===== config.mk =====
export PLATFORM = sky130hd
export DESIGN_NAME = logic_pipe_unit
export DESIGN_NICKNAME = d
export VERILOG_FILES = /design/src/rtl/logic_pipe_unit.sv
export SDC_FILE = /design/constraint.sdc
export NUM_CORES = 1
export LEC_CHECK = 0
export BUFFER_PORTS_ARGS = -buffer_cell sky130_fd_sc_hd__clkbuf_2
export CAP_MARGIN = 20
export CORE_MARGIN = 8
export CORE_UTILIZATION = 45
export DETAILED_ROUTE_END_ITERATION = 16
export PLACE_DENSITY = 0.71
export SLEW_MARGIN = 20
export SYNTH_ARGS = -nofsm -noshare
export SYNTH_HDL_FRONTEND = slang
export SYNTH_SLANG_ARGS = --single-unit

===== constraint.sdc =====
create_clock -name clk -period 4.3 [get_ports clk]
set_input_delay 0.43 -clock clk [delete_from_list [all_inputs] [get_ports clk]]
set_output_delay 0.43 -clock clk [all_outputs]
set_load 0.03 [all_outputs]

===== src/rtl/logic_pipe_unit.sv =====
// Registered bitwise logic unit with op select, accumulate mode, popcount and zero flags.
// Latency: one cycle from accepted beat to y/ones/zero with out_valid high.
// Backpressure: one-deep output register; in_ready drops while a result is held and out_ready is low.
module logic_pipe_unit #(
    parameter int WIDTH = 8,
    localparam int CW = $clog2(WIDTH + 1)
) (
    input  logic             clk,
    input  logic             rst,
    input  logic             in_valid,
    output logic             in_ready,
    input  logic [WIDTH-1:0] a,
    input  logic [WIDTH-1:0] b,
    input  logic [2:0]       op,
    input  logic             acc_en,
    input  logic             acc_clr,
    output logic             out_valid,
    input  logic             out_ready,
    output logic [WIDTH-1:0] y,
    output logic [CW-1:0]    ones,
    output logic             zero,
    output logic [WIDTH-1:0] acc
);

    logic             out_valid_q;
    logic [WIDTH-1:0] y_q;
    logic [CW-1:0]    ones_q;
    logic             zero_q;
    logic [WIDTH-1:0] acc_q;

    logic [WIDTH-1:0] acc_eff;
    logic [WIDTH-1:0] s;
    logic [WIDTH-1:0] r;
    logic [CW-1:0]    r_ones;
    logic             accept;

    // The slot is free when empty or being drained this cycle, independent of in_valid.
    assign in_ready = !out_valid_q || out_ready;
    assign accept   = in_valid && in_ready;

    // Second operand select and the bitwise result; a clear in the same beat makes acc read as 0.
    always_comb begin
        acc_eff = acc_clr ? '0 : acc_q;
        s       = acc_en ? acc_eff : b;
        r       = a;
        case (op)
            3'b000:  r = a & s;
            3'b001:  r = a | s;
            3'b010:  r = a ^ s;
            3'b011:  r = ~(a & s);
            3'b100:  r = ~(a | s);
            3'b101:  r = ~(a ^ s);
            3'b110:  r = a & ~s;
            default: r = a;
        endcase
    end

    // Population count of the result, computed before registering so the flags travel with y.
    always_comb begin
        r_ones = '0;
        for (int i = 0; i < WIDTH; i++) begin
            r_ones = r_ones + CW'(r[i]);
        end
    end

    // Output register: load on accept (covers simultaneous consume), otherwise drop valid on consume.
    always_ff @(posedge clk) begin
        if (rst) begin
            out_valid_q <= 1'b0;
            y_q         <= '0;
            ones_q      <= '0;
            zero_q      <= 1'b1;
        end else if (accept) begin
            out_valid_q <= 1'b1;
            y_q         <= r;
            ones_q      <= r_ones;
            zero_q      <= (r == '0);
        end else if (out_ready) begin
            out_valid_q <= 1'b0;
        end
    end

    // Accumulator: an accepted accumulate beat wins over a standalone clear; stalled beats never touch it.
    always_ff @(posedge clk) begin
        if (rst) begin
            acc_q <= '0;
        end else if (accept && acc_en) begin
            acc_q <= r;
        end else if (acc_clr) begin
            acc_q <= '0;
        end
    end

    assign out_valid = out_valid_q;
    assign y         = y_q;
    assign ones      = ones_q;
    assign zero      = zero_q;
    assign acc       = acc_q;

endmodule

# == After elaboration in Yosys (flattened, before gate mapping) ==
# Index checks and enable logic that the tools add are counted.
# totals
elab_cells,39
register_bits,22
input_bits,25
output_inout_bits,23
# classes
bitwise_logic,8
n_mux,6
add_sub_neg,7
n_eq_ne,6
reduce_logical,7
# op_table
cell,n
8-bit one-hot mux with 7 select lines,1
8-bit NOT,4
8-bit 2-to-1 mux,3
4-bit by 1-bit adder with 4-bit output,4
8-bit bitwise AND,2
"3-bit == test, second input constant",3
8-bit zero test,1
8-bit OR,1
8-bit bitwise XOR,1
"3-bit by 2-bit == test with 1-bit output, second input constant",2
3-bit by 1-bit adder with 4-bit output,1
2-bit by 1-bit adder with 3-bit output,1
"3-bit by 1-bit == test with 1-bit output, second input constant",1
3-bit zero test,1
1-bit by 1-bit adder with 2-bit output,1
1-bit logical AND,2
1-bit 2-to-1 mux,2
2-bit nonzero test,1
1-bit zero test,1
1-bit logical OR,1

# == Longest topological paths before layout ==
# Gate-level depths: netlist (run 1).
# logic_depth
word_depth,12
ltp_mapped,20
mapped_depth_nobuf,19

# == Worst setup path before layout (run 1) ==
# No wires, ideal clock.
# synth_timing
path_type,input-to-reg
startpoint,in acc_en
endpoint,"reg ones_q[2], in the netlist ones[2]"
required_ns,4.230
path_slack_ns,0.017
cell_stages,20
n_path_buf,1
t_arrival_ns,4.213
path_cell_list,buf_2 nand3b_1 nand2_1 ha_1 nor2b_1 o32ai_1 or2_2 a2bb2oi_1 nand2_1 fa_1 inv_1 fa_1 fa_1 inv_1 ha_1 inv_1 fa_1 xnor2_1 nand2_1 a21oi_1
# synth_via
elab_chain_cells,11
elab_cells_between_ends,17
classes_between,add/sub: 7; mux: 2; bitwise: 8
# synth_lines
element,line,text
start: declaration,15,"input logic acc_en,"
8-bit 2-to-1 mux (*),44,s = acc_en ? acc_eff : b;
"8-bit NOT, or another cell as far along",53,3'b110: r = a & ~s;
"8-bit bitwise AND, or another cell as far along",53,
8-bit one-hot mux with 7 select lines (*),46,case (op)
named net r[0],33,logic [WIDTH-1:0] r;
1-bit by 1-bit adder with 2-bit output (*),62,r_ones = r_ones + CW'(r[i]);
2-bit by 1-bit adder with 3-bit output (*),62,
3-bit by 1-bit adder with 4-bit output (*),62,
4-bit by 1-bit adder with 4-bit output (*) (4 in a row),62,
end signal: assignment,76,ones_q <= r_ones;
end: declaration,27,logic [CW-1:0] ones_q;
# Mark *: on every way through the listed nets, which the timed path passes. The rest lies on a longest branch.
# A chain may end at the register's enable or synchronous reset.

# == Worst setup path after layout (run 1) ==
# Ends and elaborated chain as after synthesis.

==> load_flow_metrics.sql, run 1 <==
INSERT INTO impl_metrics (metric_group, metric, value, unit) VALUES
('worst_setup_path', 'rr_startpoint', 'acc[1]', ''),
('worst_setup_path', 'timing_worst_setup_path_type', 'input pin to flip-flop', ''),
('placed_design', 'gpl.final_weighted_congestion', '0.7751', ''),
('die', 'floorplan.die.height', '84.83', 'um'),
('clock_tree', 'cts.reportedPaths.clkPinSlew', '0.08', 'ns'),
('timing', 'timing_hold_violations_final', '0', ''),
('synth', 'yosysWarnings', '0', ''),
('worst_setup_path', 'regToRegSetupSlack', '0.26', 'ns'),
('global_route', 'antenna_found_initial', '0', ''),
('clock_tree', 'clock_sinks', '22', ''),
('synth', 'yosys-top-cells-area', 'sky130_fd_sc_hd__dfxtp_1 21%, sky130_fd_sc_hd__ha_1 13%, sky130_fd_sc_hd__nor2b_1 7.6%', ''),
('placed_design', 'numPortBuffers', '47', ''),
('worst_setup_path', 'worst_setup_path_endpoint', 'ones[2]', ''),
('worst_setup_path', 'setup.worst_path.end_class', 'flip-flop', ''),
('worst_setup_path', 'worst-path-max-fanout', '7', ''),
('route', 'drt_first_iter_violations', '77', ''),
('timing', 'worst-slew-pin-transition', '0.5705', 'ns'),
('timing', 'slew-limit-headroom', '0.6196', ''),
('worst_setup_path', 'r2r-end', 'ones[2]', ''),
('synth', 'number_of_enable_flip_flop_cells_after_synthesis', '0', ''),
('synth', 'yosysTopAreaCell', 'sky130_fd_sc_hd__dfxtp_1', ''),
('synth', 'synth-seq-cells', '22', ''),
('clock_tree', 'clock_root_buffer_master', 'sky130_fd_sc_hd__clkbuf_8', ''),
('worst_setup_path', 'critical_path_required', '4.50', 'ns'),
('finish', 'syn2layout_area_growth', '22.18', '%'),
('die', 'floorplan.die_area', '7196', 'um^2'),
('worst_setup_path', 'cp-startpoint', 'acc_en', ''),
('finish', 'antennaDiodeCount', '0', ''),
('clock_tree', 'tritoncts', 'built', ''),
('route', 'detail_route.drc_violations', '0', ''),
('finish', 'multiInputGateArea', '1583', 'um^2'),
('finish', 'regArea', '441.7', 'um^2'),
('route', 'detailroute.via_count', '1996', ''),
('synth', 'synth.avg_cell_area', '7.926', 'um^2'),
('clock_tree', 'clock_path_buffers', '2', ''),
('die', 'core', '4661', 'um^2'),
('finish', 'fin_area', '2605', 'um^2'),
('power_and_ir_drop', 'power_density_of_the_placed_cells', '281.4', 'nW/um^2'),
('finish', 'layout.filler_cells', '461', ''),
('run', 'max_cap_viol_count', '0', ''),
('route', 'wl', '5.258', 'mm'),
('worst_setup_path', 'length_in_cells_of_the_worst_reg_to_reg_path', '19', ''),
('timing', 'max_clock_freq', '246.7', 'MHz'),
('timing', 'worst_hold_slack', '0.4110', 'ns'),
('clock_tree', 'insertion_delay', '0.26', 'ns'),
('die', 'die_width', '84.83', 'um'),
('global_route', 'grt_start_max_net_pins', '28', ''),
('finish', 'drive_above_1_share', '0.2702', ''),
('timing', 'timing.clock.skew', '0.004108', 'ns'),
('hold_path', 'min_path_type', 'input pin to flip-flop', ''),
('worst_setup_path', 'worstPathArrival', '4.25', 'ns'),
('route', 'vias_per_cell', '5.309', ''),
('clock_tree', 'clock_tree.htree_level_count', '1', ''),
('power_and_ir_drop', 'ir_drop', '0.1526', 'mV'),
('die', 'floorplan.initialDensity', '0.4574', ''),
('synth', 'yosys.area.top_type_share', '0.2066', ''),
('timing', 'setup-violations-final', '0', ''),
('global_route', 'track_usage', '0.1461', ''),
('synth', 'synth_sequential_area_ratio', '0.2066', ''),
('run_status', 'outcome', 'finished, final reports clean', ''),
('route', 'number_of_routed_nets_with_antenna_violations', '0', ''),
('synth', 'ys_dominant_reg_cell', 'sky130_fd_sc_hd__dfxtp_1', ''),
('die', 'core.rowCount', '25', ''),
('finish', 'finish.net_count', '375', ''),
('timing', 'period_share', '0.9427', ''),
('worst_setup_path', 'launching_element_type_of_the_critical_path', 'input pin', ''),
('synth', 'net_count_of_the_mapped_netlist', '320', ''),
('timing', 'slew_viol_final', '0', ''),
('timing', 'layout_min_cycle_time', '4.054', 'ns'),
('synth', 'post_synth_instance_area', '2132', 'um^2'),
('synth', 'asyncSetResetFlopFracSynth', '0', ''),
('global_route', 'overflow', '0', ''),
('global_route', 'wire_length_of_the_first_global_routing_pass', '8.942', 'mm'),
('synth', 'distinct_cells_synth', '49', ''),
('synth', 'postSynthCellCount', '269', ''),
('global_route', 'number_of_global_route_vias_before_repair', '1995', ''),
('route', 'drt-wirelength-per-cell', '13.98', 'um'),
('clock_tree', 'cts_inserted_buffers', '3', ''),
('route', 'detail_route.first_pass.iterations', '4', ''),
('placed_design', 'detailedPlacementHpwl', '4.139', 'mm'),
('power_and_ir_drop', 'power.leakage', '1.259', 'nW'),
('die', 'ios', '48', ''),
('placed_design', 'placed_area', '2480', 'um^2');
-- sequential cells by signal, summed over array words and instances (netlist names) --
register / cells
acc: 8
ones: 4
zero: 1
y: 8
out_valid: 1
-- power by group --
part | internal [mW] | leakage (nW) | switching [mW]
sequential | 0.225 | 0.181 | 0.0111
clock | 0.0625 | 0.0216 | 0.0637
combinational | 0.158 | 1.06 | 0.212
-- routing by layer --
metal	GRT usage	vias to the layer above	wire [um]
met3	0.03861	2	294
met2	0.2548	37	2480
met1	0.1786	924	2467
li1	-	1033	-
met4	0.01942	0	16
met5	0	-	0
-- layout make-up --
class / instances / share of cell area
multi-input combinational: 206 / 0.6076
sequential: 22 / 0.1695
timing repair buffer: 66 / 0.1451
inverter: 25 / 0.03602
tap: 54 / 0.02594
clock buffer: 3 / 0.01585
-- cell usage in the layout, fill, tap and decap left out, types with 4 or more instances in the layout --
cell | netlist | final
sky130_fd_sc_hd__and2_1 | 4 | 4
sky130_fd_sc_hd__buf_4 | 3 | 19
sky130_fd_sc_hd__inv_1 | 24 | 24
sky130_fd_sc_hd__dfxtp_1 | 22 | 21
sky130_fd_sc_hd__nor2_1 | 10 | 10
sky130_fd_sc_hd__mux2i_1 | 12 | 12
sky130_fd_sc_hd__a311oi_1 | 4 | 4
sky130_fd_sc_hd__nand2_1 | 32 | 31
sky130_fd_sc_hd__nand2b_1 | 11 | 10
sky130_fd_sc_hd__a21oi_1 | 22 | 20
sky130_fd_sc_hd__clkbuf_2 | 0 | 47
sky130_fd_sc_hd__nand4b_1 | 4 | 4
sky130_fd_sc_hd__a211oi_1 | 5 | 4
sky130_fd_sc_hd__nor2b_1 | 26 | 26
sky130_fd_sc_hd__ha_1 | 22 | 20
-- how the worst min path moves through the flow --
stage	from	cells after the start	end	slack (ns)
finish	in_valid	3	out_valid	0.41
global route	in_valid	3	out_valid	0.43
detailed placement	ones[0]	2	ones[0]	0.45
global placement	ones[2]	2	ones[2]	0.44
CTS	in_valid	3	out_valid	0.40
floorplan	rst	1	y[0]	0.50
-- what timing repair did --
action	in CTS	in global routing
endpoints found under the hold margin	0	0
hold buffers	0	0
endpoints found under the setup margin	0	2
setup buffers	0	1
gates resized for setup	0	17
-- cells in the mapped netlist (3+ instances only) --
library cell and instances:
sky130_fd_sc_hd__a211oi_1 5, sky130_fd_sc_hd__a21oi_1 22, sky130_fd_sc_hd__a311oi_1 4, sky130_fd_sc_hd__and2_1 4, sky130_fd_sc_hd__buf_2 3, sky130_fd_sc_hd__buf_4 3
sky130_fd_sc_hd__clkbuf_1 8, sky130_fd_sc_hd__dfxtp_1 22, sky130_fd_sc_hd__fa_1 4, sky130_fd_sc_hd__ha_1 22, sky130_fd_sc_hd__inv_1 24, sky130_fd_sc_hd__mux2i_1 12
sky130_fd_sc_hd__nand2_1 32, sky130_fd_sc_hd__nand2b_1 11, sky130_fd_sc_hd__nand3b_1 3, sky130_fd_sc_hd__nand4b_1 4, sky130_fd_sc_hd__nor2_1 10, sky130_fd_sc_hd__nor2b_1 26
sky130_fd_sc_hd__o32ai_1 3
-- through the flow --
step,setup WS [ns],cells,util,TNS (ns),power (mW)
final,0.2464,376,0.5589,0,0.7330
after global routing,-0.01738,376,0.5589,-0.01738,0.7930
after CTS,0.1050,375,0.5409,0,0.7227
after detailed placement,-0.1540,372,0.5321,-0.2561,0.5947
after global placement,-0.08759,372,0.5321,-0.1274,0.5889
after floorplan,0.01706,269,-,0,0.4951
-- logic make-up after synthesis --
kind of cell / Yosys count / share of synthesized area
adders and majority gates: 26 / 0.1667
DFF: 22 / 0.2066
buffers and inverters: 41 / 0.08626
and+or+nand+nor: 105 / 0.2770
muxes: 12 / 0.05634
AOI/OAI and AO/OA: 61 / 0.1989
xor gates and xnor gates: 2 / 0.008217
-- critical path, stage by stage --
cell                       delay (ns)
sky130_fd_sc_hd__clkbuf_2        0.14
sky130_fd_sc_hd__nand2b_4        0.14
sky130_fd_sc_hd__nand2_1         0.06
sky130_fd_sc_hd__ha_2            0.18
sky130_fd_sc_hd__nor2b_1         0.13
sky130_fd_sc_hd__o32ai_2         0.27
sky130_fd_sc_hd__or2_4           0.19
sky130_fd_sc_hd__a21o_1          0.15
sky130_fd_sc_hd__nand2_2         0.07
sky130_fd_sc_hd__fa_1            0.54
sky130_fd_sc_hd__inv_1           0.05
sky130_fd_sc_hd__fa_1            0.49
sky130_fd_sc_hd__fa_1            0.41
sky130_fd_sc_hd__inv_1           0.07
sky130_fd_sc_hd__ha_2            0.17
sky130_fd_sc_hd__inv_1           0.05
sky130_fd_sc_hd__fa_2            0.33
sky130_fd_sc_hd__xnor2_1         0.16
sky130_fd_sc_hd__nand2_1         0.08
sky130_fd_sc_hd__a21oi_2         0.13
(Power assumes the default switching activity.)
==> run 2, diff against run 1 <==
- RECOVER_POWER: not set -> 25
==> run 2 against run 1 <==
- clock-buffer cell count stayed put
- largest power group unchanged
- via count is 0.10% lower
- power is 0.38% lower
- highest routed layer unchanged
- clock power hardly changed
==> load_flow_metrics.sql, run 2 (synthesis results as in run 1) <==
INSERT INTO impl_metrics (metric_group, metric, value, unit) VALUES
('worst_setup_path', 'path_delay_family', 'adder cells', ''),
('die', 'floorplan.die.height', '84.83', 'um'),
('clock_tree', 'clock_path_buffers', '2', ''),
('clock_tree', 'cts.reportedPaths.clkPinSlew', '0.08', 'ns'),
('global_route', 'grt_start_max_net_pins', '28', ''),
('timing', 'slew-limit-headroom', '0.6203', ''),
('die', 'core.rowCount', '25', ''),
('worst_setup_path', 'worst_path_largest_cell_delay', '0.54', 'ns'),
('route', 'wl_met3', '292', 'um'),
('timing', 'max_clock_freq', '246.7', 'MHz'),
('placed_design', 'detailedPlacementHpwl', '4.139', 'mm'),
('hold_path', 'min_path_type', 'input pin to flip-flop', ''),
('timing', 'layout_min_cycle_time', '4.053', 'ns'),
('finish', 'finalCoreUtilization', '0.5562', ''),
('hold_path', 'hold_path_startpoint', 'in_valid', ''),
('power_and_ir_drop', 'ir_drop', '0.1524', 'mV'),
('route', 'drt-wirelength-per-cell', '14.02', 'um'),
('finish', 'final_common_cell', 'sky130_fd_sc_hd__clkbuf_2', ''),
('clock_tree', 'tritoncts', 'built', ''),
('placed_design', 'gpl.final_weighted_congestion', '0.7751', ''),
('clock_tree', 'clock_sinks', '22', ''),
('worst_setup_path', 'cp_cell_instances', 'clkbuf_2, nand2b_4, nand2_1, ha_2, nor2b_1, o32ai_2, or2_4, a21o_1, nand2_2, fa_1, inv_1, fa_1, fa_1, inv_1, ha_2, inv_1, fa_2, xnor2_1, nand2_1, a21oi_2', ''),
('route', 'detail_route.first_pass.iterations', '4', ''),
('global_route', 'wire_length_of_the_first_global_routing_pass', '8.942', 'mm'),
('timing', 'period_share', '0.9427', ''),
('clock_tree', 'clock_root_buffer_master', 'sky130_fd_sc_hd__clkbuf_8', ''),
('timing', 'timing.clock.skew', '0.004354', 'ns'),
('global_route', 'antenna_found_initial', '0', ''),
('power_and_ir_drop', 'power.leakage', '1.226', 'nW'),
('timing', 'worst_hold_slack', '0.4110', 'ns'),
('route', 'route.layer.met1.wl', '2.484', 'mm'),
('worst_setup_path', 'setup.worst_path.end_class', 'flip-flop', ''),
('finish', 'mostFrequentLayoutCells', '37 x sky130_fd_sc_hd__clkbuf_2, 31 x sky130_fd_sc_hd__nand2_1, 26 x sky130_fd_sc_hd__nor2b_1, 24 x sky130_fd_sc_hd__inv_1, 21 x sky130_fd_sc_hd__dfxtp_1', ''),
('timing', 'setup-violations-final', '0', ''),
('route', 'wl', '5.273', 'mm'),
('worst_setup_path', 'timing_worst_setup_path_type', 'input pin to flip-flop', ''),
('power_and_ir_drop', 'power_density_of_the_placed_cells', '281.6', 'nW/um^2'),
('die', 'floorplan.initialDensity', '0.4574', ''),
('finish', 'syn2layout_area_growth', '21.60', '%'),
('die', 'die_width', '84.83', 'um'),
('run_status', 'outcome', 'finished, final reports clean', ''),
('worst_setup_path', 'launching_element_type_of_the_critical_path', 'input pin', ''),
('global_route', 'overflow', '0', ''),
('clock_tree', 'clock_tree.htree_level_count', '1', ''),
('timing', 'slew_viol_final', '0', ''),
('route', 'detailroute.via_count', '1994', ''),
('run', 'max_cap_viol_count', '0', ''),
('clock_tree', 'cts_inserted_buffers', '3', ''),
('route', 'drt_first_iter_violations', '88', ''),
('timing', 'timing_hold_violations_final', '0', ''),
('worst_setup_path', 'cp.buffers_inverters', '4', ''),
('worst_setup_path', 'rr_startpoint', 'acc[1]', ''),
('route', 'vias_per_cell', '5.303', ''),
('finish', 'finish.net_count', '375', ''),
('finish', 'drive_above_1_share', '0.2391', ''),
('die', 'core', '4661', 'um^2'),
('power_and_ir_drop', 'p_total', '730.1', 'uW'),
('clock_tree', 'insertion_delay', '0.26', 'ns'),
('worst_setup_path', 'cp-startpoint', 'acc_en', ''),
('die', 'ios', '48', ''),
('route', 'route.top_layer_used', 'met4', ''),
('route', 'detail_route.drc_violations', '0', ''),
('worst_setup_path', 'critical-path-slowest-cell', 'sky130_fd_sc_hd__fa_1', ''),
('timing', 'worst-slew-pin-transition', '0.5695', 'ns'),
('route', 'number_of_routed_nets_with_antenna_violations', '0', ''),
('worst_setup_path', 'worstPathArrival', '4.25', 'ns'),
('global_route', 'number_of_global_route_vias_before_repair', '1995', ''),
('worst_setup_path', 'worst-path-max-fanout', '7', ''),
('finish', 'layout.filler_cells', '469', ''),
('placed_design', 'numPortBuffers', '47', ''),
('die', 'floorplan.die_area', '7196', 'um^2'),
('finish', 'antennaDiodeCount', '0', ''),
('route', 'wl_met2', '2.479', 'mm'),
('global_route', 'track_usage', '0.1461', ''),
('worst_setup_path', 'critical_path_required', '4.50', 'ns');
## run 2: cell counts in the layout (fill, tap and decap cells not counted)
No cell type changed its count.
## run 2: report_power, final
| part | total [mW] | switching [mW] | internal, mW |
|---|---|---|---|
| sequential | 0.236 | 0.0110 | 0.225 |
| clock | 0.126 | 0.0636 | 0.0625 |
| combinational | 0.368 | 0.212 | 0.155 |
| total | 0.730 | 0.287 | 0.443 |
## run 2: per-layer routing
metal  vias to the layer above  global-route usage
met5                         -                   0
met4                         0             0.01942
met3                         2             0.03861
met2                        37              0.2548
met1                       923              0.1786
li1                       1032                   -
## run 2: worst min-delay path, delay by kind of cell
| family | cells | cell delay (ns) |
|---|---|---|
| AO/OA/AOI/OAI | 1 | 0.05 |
| buffers and inverters | 2 | 0.15 |
## run 2: layout make-up
type | count | area [um^2] | share of cell area
clock buffers | 3 | 41.29 | 0.01593
inverters | 25 | 93.84 | 0.03620
well taps | 54 | 67.56 | 0.02606
flip-flops and latches | 22 | 441.7 | 0.1704
repair buffers | 66 | 365.4 | 0.1409
multi-input cells | 206 | 1583 | 0.6105
## run 2: final timing paths
| check | endpoint | slack [ns] | depth (start not counted) |
|---|---|---|---|
| setup / recovery | ones[2] | 0.25 | 20 |
| hold / removal | out_valid | 0.41 | 3 |
| setup reg to reg | ones[2] | 0.26 | 19 |
| hold reg to reg | y[2] | 0.46 | 2 |
## run 2: stage by stage
stage	setup WS, ns	instances	instance area (um^2)	TNS (ns)
after floorplan	0.01706	269	2132	0
after global placement	-0.08759	372	2480	-0.1274
after detailed placement	-0.1540	372	2480	-0.2561
after CTS	0.1050	375	2521	0
after global routing	-0.01738	376	2592	-0.01738
final	0.2466	376	2592	0
## run 2: timing repair
item,4_1_cts,5_1_grt
endpoints found under the setup margin,0,2
gates resized for setup,0,17
setup buffers,0,1
hold buffers,0,0
endpoints found under the hold margin,0,0
==> run 3, diff against run 2 <==
- CORE_ASPECT_RATIO: not set -> 1.5
- PLACE_DENSITY: 0.71 -> not set
- PLACE_DENSITY_LB_ADDON: not set -> 0.08
==> run 3 against run 2 <==
- clock-buffer cell count is the same
- power grew 11%
- fmax shrank 1.5%
- critical path depth is the same
- register-to-register slack lost 0.08 ns
- clock power grew 52%
- critical path type unchanged
==> load_flow_metrics.sql, run 3 (synthesis results as in run 1) <==
INSERT INTO impl_metrics (metric_group, metric, value, unit) VALUES
('run_status', 'outcome', 'finished, final reports clean', ''),
('worst_setup_path', 'r2r-end', 'ones[2]', ''),
('placed_design', 'numPortBuffers', '47', ''),
('worst_setup_path', 'setup.worst_path.end_class', 'flip-flop', ''),
('worst_setup_path', 'cp_cell_instances', 'clkbuf_2, nand3b_1, nand2_2, ha_2, nor2b_1, o32ai_2, or2_1, a2bb2oi_2, nand2_1, fa_1, inv_1, fa_1, fa_1, inv_1, ha_2, inv_1, fa_2, xnor2_2, nand2_1, a21oi_1', ''),
('finish', 'mostFrequentLayoutCells', '38 x sky130_fd_sc_hd__clkbuf_2, 31 x sky130_fd_sc_hd__nand2_1, 26 x sky130_fd_sc_hd__nor2b_1, 24 x sky130_fd_sc_hd__inv_1, 22 x sky130_fd_sc_hd__a21oi_1', ''),
('clock_tree', 'cts_inserted_buffers', '3', ''),
('worst_setup_path', 'critical-path-slowest-cell', 'sky130_fd_sc_hd__fa_1', ''),
('global_route', 'antenna_found_initial', '0', ''),
('global_route', 'overflow', '0', ''),
('global_route', 'track_usage', '0.1505', ''),
('worst_setup_path', 'regToRegSetupSlack', '0.18', 'ns'),
('route', 'number_of_routed_nets_with_antenna_violations', '0', ''),
('timing', 'grt_setup_unrepaired', 'true', ''),
('power_and_ir_drop', 'ir_drop', '0.3017', 'mV'),
('route', 'detailroute.via_count', '2018', ''),
('clock_tree', 'cts.reportedPaths.clkPinSlew', '0.08', 'ns'),
('route', 'drt_first_iter_violations', '95', ''),
('timing', 'layout_min_cycle_time', '4.115', 'ns'),
('finish', 'drive_above_1_share', '0.2384', ''),
('timing', 'setup-violations-final', '0', ''),
('timing', 'worst_hold_slack', '0.4172', 'ns'),
('route', 'route.top_layer_used', 'met4', ''),
('hold_path', 'min_path_type', 'input pin to flip-flop', ''),
('timing', 'slew-limit-headroom', '0.6170', ''),
('clock_tree', 'clock_sinks', '22', ''),
('route', 'detail_route.first_pass.iterations', '4', ''),
('die', 'floorplan.initialDensity', '0.4694', ''),
('worst_setup_path', 'worstPathArrival', '4.31', 'ns'),
('route', 'route.layer.met1.wl', '2.350', 'mm'),
('clock_tree', 'clock_path_buffers', '2', ''),
('finish', 'antennaDiodeCount', '0', ''),
('run', 'max_cap_viol_count', '0', ''),
('worst_setup_path', 'critical_path_required', '4.50', 'ns'),
('die', 'die_width', '72.20', 'um'),
('worst_setup_path', 'path_delay_family', 'adder cells', ''),
('global_route', 'number_of_global_route_vias_before_repair', '2087', ''),
('hold_path', 'min_to', 'out_valid', ''),
('die', 'core.rowCount', '30', ''),
('route', 'drt-wirelength-per-cell', '14.07', 'um'),
('hold_path', 'hold_path_startpoint', 'in_valid', ''),
('placed_design', 'gpl.final_weighted_congestion', '0.7835', ''),
('route', 'detail_route.drc_violations', '0', ''),
('route', 'wl_met2', '2.852', 'mm'),
('timing', 'slew_viol_final', '0', ''),
('clock_tree', 'insertion_delay', '0.26', 'ns'),
('route', 'wl', '5.444', 'mm'),
('timing', 'tns', '0', 'ns'),
('worst_setup_path', 'rr_startpoint', 'acc[1]', ''),
('worst_setup_path', 'worst-path-max-fanout', '3', ''),
('finish', 'finish.net_count', '375', ''),
('global_route', 'wire_length_of_the_first_global_routing_pass', '9.080', 'mm'),
('route', 'vias_per_cell', '5.214', ''),
('worst_setup_path', 'length_in_cells_of_the_worst_reg_to_reg_path', '19', ''),
('clock_tree', 'clock_tree.htree_level_count', '1', ''),
('worst_setup_path', 'launching_element_type_of_the_critical_path', 'input pin', ''),
('die', 'floorplan.die_area', '7242', 'um^2'),
('clock_tree', 'clock_root_buffer_master', 'sky130_fd_sc_hd__clkbuf_8', ''),
('route', 'wl_met3', '121', 'um'),
('die', 'floorplan.die.height', '100.3', 'um'),
('hold_path', 'timing.hold.worst_path_depth', '3', ''),
('power_and_ir_drop', 'power_density_of_the_placed_cells', '310.9', 'nW/um^2'),
('timing', 'period_share', '0.9570', ''),
('timing', 'worst-slew-pin-transition', '0.5744', 'ns'),
('die', 'core', '4542', 'um^2'),
('timing', 'max_clock_freq', '243.0', 'MHz'),
('finish', 'syn2layout_area_growth', '22.71', '%'),
('power_and_ir_drop', 'power.leakage', '1.241', 'nW'),
('finish', 'final_common_cell', 'sky130_fd_sc_hd__clkbuf_2', ''),
('timing', 'timing.clock.skew', '0.001133', 'ns'),
('global_route', 'grt_start_max_net_pins', '28', ''),
('placed_design', 'detailedPlacementHpwl', '4.409', 'mm'),
('die', 'ios', '48', ''),
('placed_design', 'post_place_setup_slack', '-0.2022', 'ns'),
('timing', 'timing_hold_violations_final', '0', ''),
('worst_setup_path', 'worst_path_largest_cell_delay', '0.49', 'ns'),
('clock_tree', 'tritoncts', 'built', ''),
('worst_setup_path', 'timing_worst_setup_path_type', 'input pin to flip-flop', ''),
('worst_setup_path', 'cp.buffers_inverters', '4', ''),
('timing', 'final_critical_path_setup_slack', '0.1849', 'ns');
==> run 3: area by class of cell <==
cell class	instances	area (um^2)
tap	64	80.08
timing repair buffer	66	366.6
fill	450	1926
multi-input combinational	206	1563
clock buffer	3	41.29
sequential	22	441.7
inverter	25	93.84
clock inverter	1	30.03
==> run 3: worst min-delay path, stage by stage <==
cell and delay [ns]:
sky130_fd_sc_hd__clkbuf_2 0.10, sky130_fd_sc_hd__inv_1 0.05, sky130_fd_sc_hd__a21oi_1 0.05
==> run 3: worst max-delay path by stage <==
stage	from	endpoint	slack, ns	cells past startpoint
6_report	acc_clr	ones[2]	0.18	20
5_1_grt	acc[1]	ones[2]	-0.03	19
4_1_cts	acc[1]	ones[2]	0.06	19
3_5_place_dp	acc_clr	ones[2]	-0.20	20
3_3_place_gp	acc_en	ones[2]	-0.08	21
2_1_floorplan	acc_en	ones[2]	0.02	20
==> run 3: where the power goes <==
| part | switching (mW) | internal (mW) |
|---|---|---|
| Sequential | 0.0113 | 0.225 |
| Combinational | 0.220 | 0.165 |
| Clock | 0.0673 | 0.124 |
| Total | 0.298 | 0.515 |
==> run 3: metrics by stage <==
stage / power [mW] / cell area [um^2] / std cells / utilization
CTS: 0.7960 / 2564 / 386 / 0.5645
finish: 0.8133 / 2616 / 387 / 0.5760
global route: 0.8714 / 2616 / 387 / 0.5760
global placement: 0.5965 / 2492 / 382 / 0.5488
floorplan: 0.4951 / 2132 / 269 / -
detailed placement: 0.6027 / 2492 / 382 / 0.5488
==> run 3: timing repair <==
action | CTS | global route
setup endpoints to repair | 0 | 2
hold buffers | 0 | 0
buffers inserted | 0 | 1
gates resized for setup | 0 | 14
==> run 3: layer usage <==
layer,global-route usage,vias up
li1,-,1037
met3,0.01796,7
met5,0,-
met2,0.2805,33
met1,0.1619,941
met4,0.06477,0
